[src/rtl/accum_sequencer_if.sv]
// Sequencer <-> datapath bundle: run control, RAM read bus and PSR flags in,
// control word, latched operand and status out.
interface accum_sequencer_if #(
    parameter int WIDTH     = 16,
    parameter int STEP_BITS = 3
);
    logic                 run;
    logic [WIDTH-1:0]     bus_in;
    logic [3:0]           flags;
    logic [14:0]          ctrl;
    logic [WIDTH-1:0]     opr_out;
    logic [STEP_BITS-1:0] step;
    logic                 halted;
    logic                 illegal;

    // Sequencer side
    modport master (
        input  run, bus_in, flags,
        output ctrl, opr_out, step, halted, illegal
    );

    // Datapath / environment side
    modport slave (
        output run, bus_in, flags,
        input  ctrl, opr_out, step, halted, illegal
    );
endinterface

[src/rtl/accum_sequencer.sv]
// Microcode sequencer for the accumulator datapath. Emits one control word per
// cycle from the registered step/instruction state. Supports variable-length
// instructions, abs store, conditional jumps through an operand latch, a run
// (stall) input and halt / illegal-opcode reporting. The PC lives in RAM word 0.
module accum_sequencer #(
    parameter int WIDTH     = 16,
    parameter int STEP_BITS = 3
) (
    input  logic              clk,
    input  logic              reset,
    accum_sequencer_if.master sif
);

    // Control word bit positions within the low 11 bits; ALU code sits in [14:11]
    localparam logic [10:0] C_AI = 11'h001;
    localparam logic [10:0] C_AS = 11'h002;
    localparam logic [10:0] C_PI = 11'h004;
    localparam logic [10:0] C_MI = 11'h010;
    localparam logic [10:0] C_RI = 11'h020;
    localparam logic [10:0] C_CN = 11'h080;
    localparam logic [10:0] C_LS = 11'h100;
    localparam logic [10:0] C_II = 11'h200;
    localparam logic [10:0] C_OS = 11'h400;

    localparam logic [3:0] L_GEN0 = 4'b0000;
    localparam logic [3:0] L_BUFB = 4'b1010;
    localparam logic [3:0] L_NEGB = 4'b0101;
    localparam logic [3:0] L_BUFA = 4'b1100;

    localparam logic [STEP_BITS-1:0] S0 = STEP_BITS'(0);
    localparam logic [STEP_BITS-1:0] S1 = STEP_BITS'(1);
    localparam logic [STEP_BITS-1:0] S2 = STEP_BITS'(2);
    localparam logic [STEP_BITS-1:0] S3 = STEP_BITS'(3);
    localparam logic [STEP_BITS-1:0] S4 = STEP_BITS'(4);
    localparam logic [STEP_BITS-1:0] S5 = STEP_BITS'(5);

    // Fetch words shared by T1 and T3 (PC += 1, MAR follows the new PC)
    localparam logic [14:0] W_FETCH0 = {L_GEN0, C_LS | C_MI};
    localparam logic [14:0] W_PCINC  = {L_BUFB, C_CN | C_LS | C_MI | C_RI};
    localparam logic [14:0] W_INST   = {L_GEN0, C_II | C_LS | C_MI};

    typedef enum logic {
        ST_RUN  = 1'b0,
        ST_HALT = 1'b1
    } seq_state_t;

    seq_state_t           state_q, state_d;
    logic [STEP_BITS-1:0] step_q, step_d;
    logic [7:0]           inst_q, inst_d;
    logic [WIDTH-1:0]     opr_q, opr_d;
    logic                 illegal_q, illegal_d;
    logic [14:0]          ctrl_word;
    logic [14:0]          exec_word;

    // Instruction field decode (from the latched instruction byte only)
    logic [1:0] mode;
    logic [5:0] opcode;
    logic       is_imm, is_abs, is_halt;
    logic       op_nop, op_load, op_store, op_jump, op_alu;
    logic       inst_legal;
    logic       jump_taken;
    logic       unused_flags;

    assign mode     = inst_q[7:6];
    assign opcode   = inst_q[5:0];
    assign is_imm   = (mode == 2'd0);
    assign is_abs   = (mode == 2'd1);
    assign is_halt  = (inst_q == 8'hFF);
    assign op_nop   = (opcode == 6'h00);
    assign op_load  = (opcode == 6'h01);
    assign op_store = (opcode == 6'h02);
    assign op_jump  = (opcode[5:2] == 4'b0001);
    assign op_alu   = (opcode[5:2] == 4'b0010);

    // V is carried on the flag bus for the datapath but no jump tests it
    assign unused_flags = sif.flags[0];

    // Per-mode legal opcode tables, one entry per 6-bit opcode
    logic [63:0] legal_imm_mask;
    logic [63:0] legal_abs_mask;

    generate
        for (genvar gi = 0; gi < 64; gi++) begin : g_legal
            // imm: nop, load, the four jumps, the four ALU ops
            assign legal_imm_mask[gi] = (gi == 0) || (gi == 1) || (gi >= 4 && gi <= 11);
            // abs: nop, load, store, the four ALU ops
            assign legal_abs_mask[gi] = (gi <= 2) || (gi >= 8 && gi <= 11);
        end
    endgenerate

    // Look up legality for the current mode; reserved modes are never legal
    always_comb begin
        inst_legal = 1'b0;
        if (is_imm) begin
            inst_legal = legal_imm_mask[opcode];
        end else if (is_abs) begin
            inst_legal = legal_abs_mask[opcode];
        end
    end

    // Jump condition selected by the low opcode bits: always, Z, C, N
    always_comb begin
        jump_taken = 1'b1;
        case (opcode[1:0])
            2'd0:    jump_taken = 1'b1;
            2'd1:    jump_taken = sif.flags[1];
            2'd2:    jump_taken = sif.flags[3];
            default: jump_taken = sif.flags[2];
        endcase
    end

    // Execute word used by imm T4 and abs T5: load, ALU ops or store
    always_comb begin
        exec_word = '0;
        if (op_load) begin
            exec_word = {L_GEN0, C_AI};
        end else if (op_alu) begin
            // opcode[1] picks subtract (NEG_B), opcode[0] adds the carry-in
            exec_word = {(opcode[1] ? L_NEGB : L_BUFB),
                         C_PI | C_AS | C_AI | (opcode[0] ? C_CN : 11'h000)};
        end else if (op_store) begin
            exec_word = {L_BUFA, C_LS | C_RI};
        end
    end

    // Raw control word for the current step; gated by reset/run/halt at the port
    always_comb begin
        ctrl_word = '0;
        if (state_q == ST_RUN) begin
            case (step_q)
                S0: ctrl_word = W_FETCH0;
                S1: ctrl_word = W_PCINC;
                S2: ctrl_word = W_INST;
                S3: ctrl_word = W_PCINC;
                S4: begin
                    if (op_jump) begin
                        // Read the jump target into the operand latch, MAR back to PC
                        ctrl_word = W_FETCH0;
                    end else if (is_abs) begin
                        // MAR <= operand (the effective address)
                        ctrl_word = {L_BUFB, C_LS | C_MI};
                    end else begin
                        ctrl_word = exec_word;
                    end
                end
                S5: begin
                    if (op_jump) begin
                        // Operand latch onto the write bus, into ram[0] (PC)
                        ctrl_word = {L_GEN0, C_OS | C_RI};
                    end else begin
                        ctrl_word = exec_word;
                    end
                end
                default: ctrl_word = '0;
            endcase
        end
    end

    // Next-state logic: step sequencing, decode at T3, operand capture at T4
    always_comb begin
        state_d   = state_q;
        step_d    = step_q;
        inst_d    = inst_q;
        opr_d     = opr_q;
        illegal_d = illegal_q;

        if (sif.run && (state_q == ST_RUN)) begin
            case (step_q)
                S0, S1: step_d = step_q + S1;
                S2: begin
                    step_d = S3;
                    inst_d = sif.bus_in[7:0];
                end
                S3: begin
                    if (is_halt) begin
                        // Step parks at 3 for as long as the sequencer is halted
                        state_d = ST_HALT;
                    end else if (!inst_legal) begin
                        illegal_d = 1'b1;
                        step_d    = S0;
                    end else if (op_nop || (op_jump && !jump_taken)) begin
                        step_d = S0;
                    end else begin
                        step_d = S4;
                    end
                end
                S4: begin
                    if (op_jump) begin
                        opr_d  = sif.bus_in;
                        step_d = S5;
                    end else if (is_abs) begin
                        step_d = S5;
                    end else begin
                        step_d = S0;
                    end
                end
                default: step_d = S0;
            endcase
        end
    end

    // State registers with synchronous reset; run=0 holds via the _d defaults
    always_ff @(posedge clk) begin
        if (reset) begin
            state_q   <= ST_RUN;
            step_q    <= S0;
            inst_q    <= 8'h00;
            opr_q     <= '0;
            illegal_q <= 1'b0;
        end else begin
            state_q   <= state_d;
            step_q    <= step_d;
            inst_q    <= inst_d;
            opr_q     <= opr_d;
            illegal_q <= illegal_d;
        end
    end

    assign sif.ctrl    = (reset || !sif.run || (state_q == ST_HALT)) ? 15'h0000 : ctrl_word;
    assign sif.opr_out = opr_q;
    assign sif.step    = step_q;
    assign sif.halted  = (state_q == ST_HALT);
    assign sif.illegal = illegal_q;

endmodule
[src/flat_wrapper.sv]
// flat-port wrapper written by rule: the top's interface ports become plain ports
module accum_sequencer_flat 
#(
    parameter int WIDTH     = 16,
    parameter int STEP_BITS = 3
)
  (clk, reset, sif_run, sif_bus_in, sif_flags, sif_ctrl, sif_opr_out, sif_step, sif_halted, sif_illegal);
  accum_sequencer_if #(.WIDTH(WIDTH), .STEP_BITS(STEP_BITS)) sif_i ();
  input  logic clk;
  input  logic reset;
  input wire logic [$bits(sif_i.run)-1:0] sif_run;
  input wire logic [$bits(sif_i.bus_in)-1:0] sif_bus_in;
  input wire logic [$bits(sif_i.flags)-1:0] sif_flags;
  output wire logic [$bits(sif_i.ctrl)-1:0] sif_ctrl;
  output wire logic [$bits(sif_i.opr_out)-1:0] sif_opr_out;
  output wire logic [$bits(sif_i.step)-1:0] sif_step;
  output wire logic [$bits(sif_i.halted)-1:0] sif_halted;
  output wire logic [$bits(sif_i.illegal)-1:0] sif_illegal;
  assign sif_i.run = sif_run;
  assign sif_i.bus_in = sif_bus_in;
  assign sif_i.flags = sif_flags;
  assign sif_ctrl = sif_i.ctrl;
  assign sif_opr_out = sif_i.opr_out;
  assign sif_step = sif_i.step;
  assign sif_halted = sif_i.halted;
  assign sif_illegal = sif_i.illegal;
  accum_sequencer #(.WIDTH(WIDTH), .STEP_BITS(STEP_BITS)) u_core (.clk(clk), .reset(reset), .sif(sif_i));
endmodule
[config.mk]
export PLATFORM = sky130hd
export DESIGN_NAME = accum_sequencer_flat
export DESIGN_NICKNAME = d
export VERILOG_FILES = /design/src/rtl/accum_sequencer_if.sv /design/src/rtl/accum_sequencer.sv /design/src/flat_wrapper.sv
export SDC_FILE = /design/constraint.sdc
export NUM_CORES = 1
export LEC_CHECK = 0
export CELL_PAD_IN_SITES_DETAIL_PLACEMENT = 0
export CELL_PAD_IN_SITES_GLOBAL_PLACEMENT = 1
export CORE_MARGIN = 4
export CORE_UTILIZATION = 29
export CTS_CLUSTER_DIAMETER = 30
export DETAILED_ROUTE_END_ITERATION = 8
export PLACE_DENSITY_LB_ADDON = 0.3
export SYNTH_ARGS = -nofsm -noshare
export SYNTH_HDL_FRONTEND = slang
export SYNTH_SLANG_ARGS = --single-unit
[constraint.sdc]
create_clock -name clk -period 1.8 [get_ports clk]
set_input_delay 0.36 -clock clk [delete_from_list [all_inputs] [get_ports clk]]
set_output_delay 0.36 -clock clk [all_outputs]
set_load 0.01 [all_outputs]
==> flow_metrics.tcl, run 1 <==
set metrics [dict create \
    synth.avg_cell_area_um2 8.31 \
    synth.yosys.warnings 0 \
    fmax_mhz 448 \
    cp_slowest_cell "or4_4" \
    core_area_um2 5570 \
    numCtsBuffers 5 \
    nets 334 \
    ys_ff_latch 31 \
    io_buffers 55 \
    synth_area_leaders "dfxtp_1, mux2i_1, a21oi_1, nor2_1, nand2_1" \
    grt_max_degree 35 \
    outcome "finished, violations left" \
    wl_um 5140 \
    routabilityCongestion 0.849 \
    root_buffer "clkbuf_8" \
    clk_latency_ns 0.28 \
    worstPathCellList "or3_4 -> or4_4 -> a31oi_4 -> buf_6" \
    die_area_um2 7100 \
    routed_via_density 4.71 \
    fin_util_pct 55.8 \
    clkPwrFrac_pct 35.1 \
    synth_edf_count 0 \
    drive_above_1_share_pct 42.7 \
    dr.pass1.iters 4 \
    grt_usage_pct 14.9 \
    antenna_left 0 \
    seqPwrFrac_pct 41.4 \
    post-route-period-util_pct 124 \
    grt_overflow 0 \
    p_int_mw 1.26 \
    vias 1784 \
    ys_types 42 \
    cts_hold_buffers 0 \
    leakage_nw 1.17 \
    clock_path_buffers 2 \
    grt_setup_unrepaired "true" \
    ir_drop_mv 0.512 \
    initial_core_util_pct 30.3 \
    synthToLayoutAreaGrowth_pct 84.1 \
    yosysSeqAreaShare_pct 36.8 \
    power.total_mw 1.72 \
    tns_ns -5.71 \
    grt_pass1_vias 1803 \
    worstPathMaxFanout 3 \
    post-dp-hpwl_um 3730 \
    cp_data_arrival_time_ns 1.87 \
    antenna_found_initial 0 \
    netlist.area_leader.share_pct 36.8 \
    finalSetupViolCount 28 \
    wl_per_cell_um 13.5 \
    clk_pin_slew_ns 0.07 \
    finalHoldViolCount 0 \
    fin_crit_ns 2.23 \
    syn_inst 203 \
    clkSinkCount 31 \
    layout_commonest_cell "buf_4" \
    drtIter0Drc 62 \
    synth_ff_type "dfxtp_1" \
    rows 27 \
    critPathMaxStageDelay_ns 0.56 \
    cp_data_required_time_ns 1.44 \
    switchingPower_mw 0.458 \
    fin_worst_skew_ns 0.00494 \
    synth_area_leader_cell "dfxtp_1" \
    path_class "register to output port" \
    switching_share_pct 26.7 \
    final_cell_mix "buf_4, clkdlybuf4s50_1, dfxtp_1" \
    power_density_nw_per_um2 552 \
    drv_cap 0 \
    grt_pass1_wl_um 8640 \
    hold_path.class "register to register" \
    fill_cells 522 \
    drc 0 \
    cp-start-kind "register" \
    async_reset_ff_share_pct 0 \
    layout_setup_ws_ns -0.434 \
    cts_tree "done" \
    end_kind "output port" \
    io_pins 59 \
    die_w_um 84.3 \
    die_h_um 84.3 \
    cts_htree_levels 2 \
    violations "negative setup slack" \
    insertedDiodeCount 0 \
    combPwrFrac_pct 23.5 \
    drv_slew 0 \
    synth_area_um2 1690 \
]
==> cells in the mapped netlist, drive strengths merged (2+ instances only) <==
cell type and n:
nor2b 8, a211oi 5, or4 2, nor3 8
and2 2, nand2 17, mux2i 19, nand2b 5
nand3b 2, nand4 3, inv 8, o211ai 4
dfxtp 31, buf 7, a31oi 3, and3 2
ha 5, nor2 24, a21oi 21, clkbuf 9
==> state kept, by name (all words and copies together) (netlist names), named ones only <==
| name | cells |
|---|---|
| u_core.sif.opr_out | 16 |
| u_core.inst_q | 8 |
| u_core.sif.step | 3 |
| u_core.sif.halted | 1 |
| u_core.sif.illegal | 1 |
==> critical path, delay by kind of cell, from the launching register on <==
kind,cells,cell delay (ns)
AND/OR/NAND/NOR,2,0.97
buffers and inverters,1,0.12
AO/OA/AOI/OAI,1,0.17
flip-flops,1,0.34
==> metrics by stage <==
step,cell area [um^2],std cells,worst slack [ns],hold slack (ns)
5_1_grt,3110,379,-0.477,0.479
2_1_floorplan,1800,204,-0.0491,0.470
3_3_place_gp,2700,360,-0.709,0.437
4_1_cts,2990,377,-0.368,0.454
6_report,3110,379,-0.434,0.450
3_5_place_dp,2700,360,-0.731,0.442
==> power groups by stage <==
stage               registers (mW)  logic [mW]  clock network [mW]
global placement             0.724       0.340                   0
detailed placement           0.724       0.343                   0
floorplan                    0.726       0.164                   0
finish                       0.710       0.403               0.603
global route                 0.711       0.437               0.664
CTS                          0.709       0.379               0.631
==> timing repair <==
item / 4_1_cts / 5_1_grt
gates resized for setup: 91 / 25
buffers inserted: 9 / 2
pin swaps: 19 / 12
endpoints found under the setup margin: 31 / 33
gates cloned: 1 / 0
==> logic make-up (layout without fill, tap and decap cells) <==
group	after synthesis	in the layout	synth area share (%)
multiplexers	20	20	11.9
flip-flops	31	31	36.8
AO/OA/AOI/OAI	41	41	15.1
buffers and inverters	24	127	6.75
adder cells (fa/ha/maj)	5	5	3.71
AND/OR/NAND/NOR	81	81	25.5
other	1	2	0.222
==> worst paths after layout <==
kind / to / startpoint / slack (ns) / cells after the start
setup / recovery: sif_ctrl[12] / u_core.inst_q[5] / -0.43 / 4
hold / removal: u_core.sif.illegal / u_core.sif.illegal / 0.45 / 2
setup reg to reg: u_core.sif.opr_out[12] / u_core.inst_q[4] / -0.18 / 8
hold reg to reg: u_core.sif.illegal / u_core.sif.illegal / 0.45 / 2
==> layer usage <==
metal / share of wire (%) / up-vias / global-route usage [%] / routed length [um]
li1: - / 913 / - / -
met1: 44 / 816 / 17.9 / 2240
met2: 48 / 51 / 25.0 / 2470
met3: 7.2 / 4 / 5.69 / 370
met4: 0.97 / 0 / 3.95 / 50
met5: 0 / - / 0 / 0
==> area by class of cell <==
type                    count  area, um^2  area share, %
multi-input cells         149        1230           39.5
well taps                  72        90.1           2.90
flip-flops and latches     31         633           20.4
clock buffers               7        96.3           3.10
repair buffers            111        1020           32.9
inverters                   8        32.5           1.05
clock inverters             1        7.51          0.242
Power figures use the tool's default switching activity.
==> inputs of run 2 (changes only) <==
--- a/config.mk
+++ b/config.mk
@@ -8,9 +8,10 @@
 export CELL_PAD_IN_SITES_DETAIL_PLACEMENT = 0
 export CELL_PAD_IN_SITES_GLOBAL_PLACEMENT = 1
 export CORE_MARGIN = 4
-export CORE_UTILIZATION = 29
+export CORE_UTILIZATION = 40
 export CTS_CLUSTER_DIAMETER = 30
 export DETAILED_ROUTE_END_ITERATION = 8
+export DONT_BUFFER_PORTS = 1
 export PLACE_DENSITY_LB_ADDON = 0.3
 export SYNTH_ARGS = -nofsm -noshare
 export SYNTH_HDL_FRONTEND = slang
==> run 2 against run 1 <==
The flow still finishes with violations (negative setup slack). Sequential power increased by 1%. Register-to-register slack improved by 0.07 ns. Combinational power shrank 18%. Worst setup slack improved by 0.16 ns. Flip-flop and latch count stayed put. Worst hold slack got worse by 0.31 ns.
==> flow_metrics.tcl, run 2 (same netlist as run 1, synthesis figures left out) <==
set metrics [dict create \
    min_delay_path_depth 1 \
    die_area_um2 5320 \
    ir_drop_mv 0.625 \
    grt_max_degree 37 \
    outcome "finished, violations left" \
    layout_commonest_cell "buf_4" \
    clk_pin_slew_ns 0.06 \
    vias 1616 \
    grt_pass1_wl_um 7910 \
    cp-start-kind "register" \
    largest_reg_flops 16 \
    dr.pass1.iters 5 \
    synthToLayoutAreaGrowth_pct 47.5 \
    initial_core_util_pct 41.9 \
    nets 265 \
    clock_path_buffers 2 \
    layout_setup_ws_ns -0.273 \
    worstPathMaxFanout 5 \
    finalHoldViolCount 0 \
    cts_hold_buffers 0 \
    drtIter0Drc 65 \
    numCtsBuffers 5 \
    fin_worst_skew_ns 0.00448 \
    cp_data_required_time_ns 1.44 \
    grt_pass1_vias 1651 \
    post-dp-hpwl_um 3380 \
    drv_cap 0 \
    grt_overflow 0 \
    post-route-period-util_pct 115 \
    hold_path.class "input port to register" \
    path_class "register to output port" \
    place_inst 267 \
    fin_util_pct 61.8 \
    fin_area_um2 2490 \
    reg2reg_depth 8 \
    io_buffers 0 \
    final_cell_mix "buf_4, dfxtp_1, nor2_1" \
    routabilityCongestion 0.794 \
    wl_um 5060 \
    critPathMaxStageDelay_ns 0.45 \
    io_pins 59 \
    fin_crit_ns 2.07 \
    violations "negative setup slack" \
    cts_htree_levels 2 \
    die_w_um 73.0 \
    grt_setup_unrepaired "true" \
    core_area_um2 4030 \
    drive_above_1_share_pct 43.3 \
    cp_data_arrival_time_ns 1.71 \
    clkSinkCount 31 \
    clk_latency_ns 0.28 \
    place_area_um2 1990 \
    r2r-start "u_core.inst_q[4]" \
    fin_cells 288 \
    routed_via_density 5.61 \
    worstPathCellList "or3_4 -> or4_4 -> a31oi_4" \
    fmax_mhz 482 \
    critPathLaunch "u_core.inst_q[2]" \
    wl_per_cell_um 17.6 \
    root_buffer "clkbuf_8" \
    drv_slew 0 \
    antenna_found_initial 0 \
    pre_cts_ws_ns -0.0756 \
    end_kind "output port" \
    cp_slowest_cell "or3_4" \
    antenna_left 0 \
    fill_cells 335 \
    finalSetupViolCount 26 \
    die_h_um 73.0 \
    cts_tree "done" \
    rows 23 \
    insertedDiodeCount 0 \
    hold_start "reset" \
    grt_usage_pct 19.1 \
    leakage_nw 0.854 \
    power_density_nw_per_um2 659 \
    drc 0 \
]
run 2: cell type report:
cell class | instances | area [um^2] | area share [%]
sequential | 31 | 637 | 25.6
tap | 50 | 62.6 | 2.51
multi-input combinational | 149 | 1280 | 51.3
timing repair buffer | 42 | 378 | 15.2
inverter | 8 | 35.0 | 1.41
clock buffer | 8 | 100 | 4.02
run 2: worst paths after layout:
check                                end  slack (ns)
setup / recovery            sif_ctrl[12]       -0.27
hold / removal        u_core.sif.step[0]        0.13
setup reg to reg  u_core.sif.opr_out[12]       -0.11
hold reg to reg       u_core.sif.illegal        0.50
run 2: power breakdown:
group          internal (mW)  switching [mW]  leakage (nW)
sequential             0.698          0.0198         0.254
combinational          0.158           0.173         0.548
clock                  0.348           0.244        0.0515
run 2: worst max-delay path: cells and delay by family, from the launching register on:
family	cells	cell delay (ns)
AOI/OAI and AO/OA	1	0.20
DFF	1	0.34
and+or+nand+nor	2	0.90
run 2: per-layer routing:
layer  vias to the layer above  part of all wire [%]  wire (um)  track usage (%)
met5                         -                     0          0                0
met4                         0                   1.6         79             7.99
met3                        10                   6.1        311             5.79
met2                        57                    54       2750             33.5
met1                       768                    38       1920             21.4
li1                        781                     -          -                -
run 2: stage by stage:
step           total power, mW  hold WS (ns)  TNS [ns]
2_1_floorplan            0.890         0.470    -0.614
3_3_place_gp             0.947         0.430    -0.504
3_5_place_dp             0.957         0.428    -0.920
4_1_cts                   1.61         0.130     -4.09
5_1_grt                   1.71         0.128     -5.83
6_report                  1.64         0.135     -3.88
run 2: repair_timing:
item | in CTS | in global routing
endpoints found under the hold margin | 0 | 0
cloned | 1 | 0
endpoints found under the setup margin | 29 | 34
gates resized for setup | 36 | 26
pin swaps | 10 | 22
setup buffers | 7 | 5
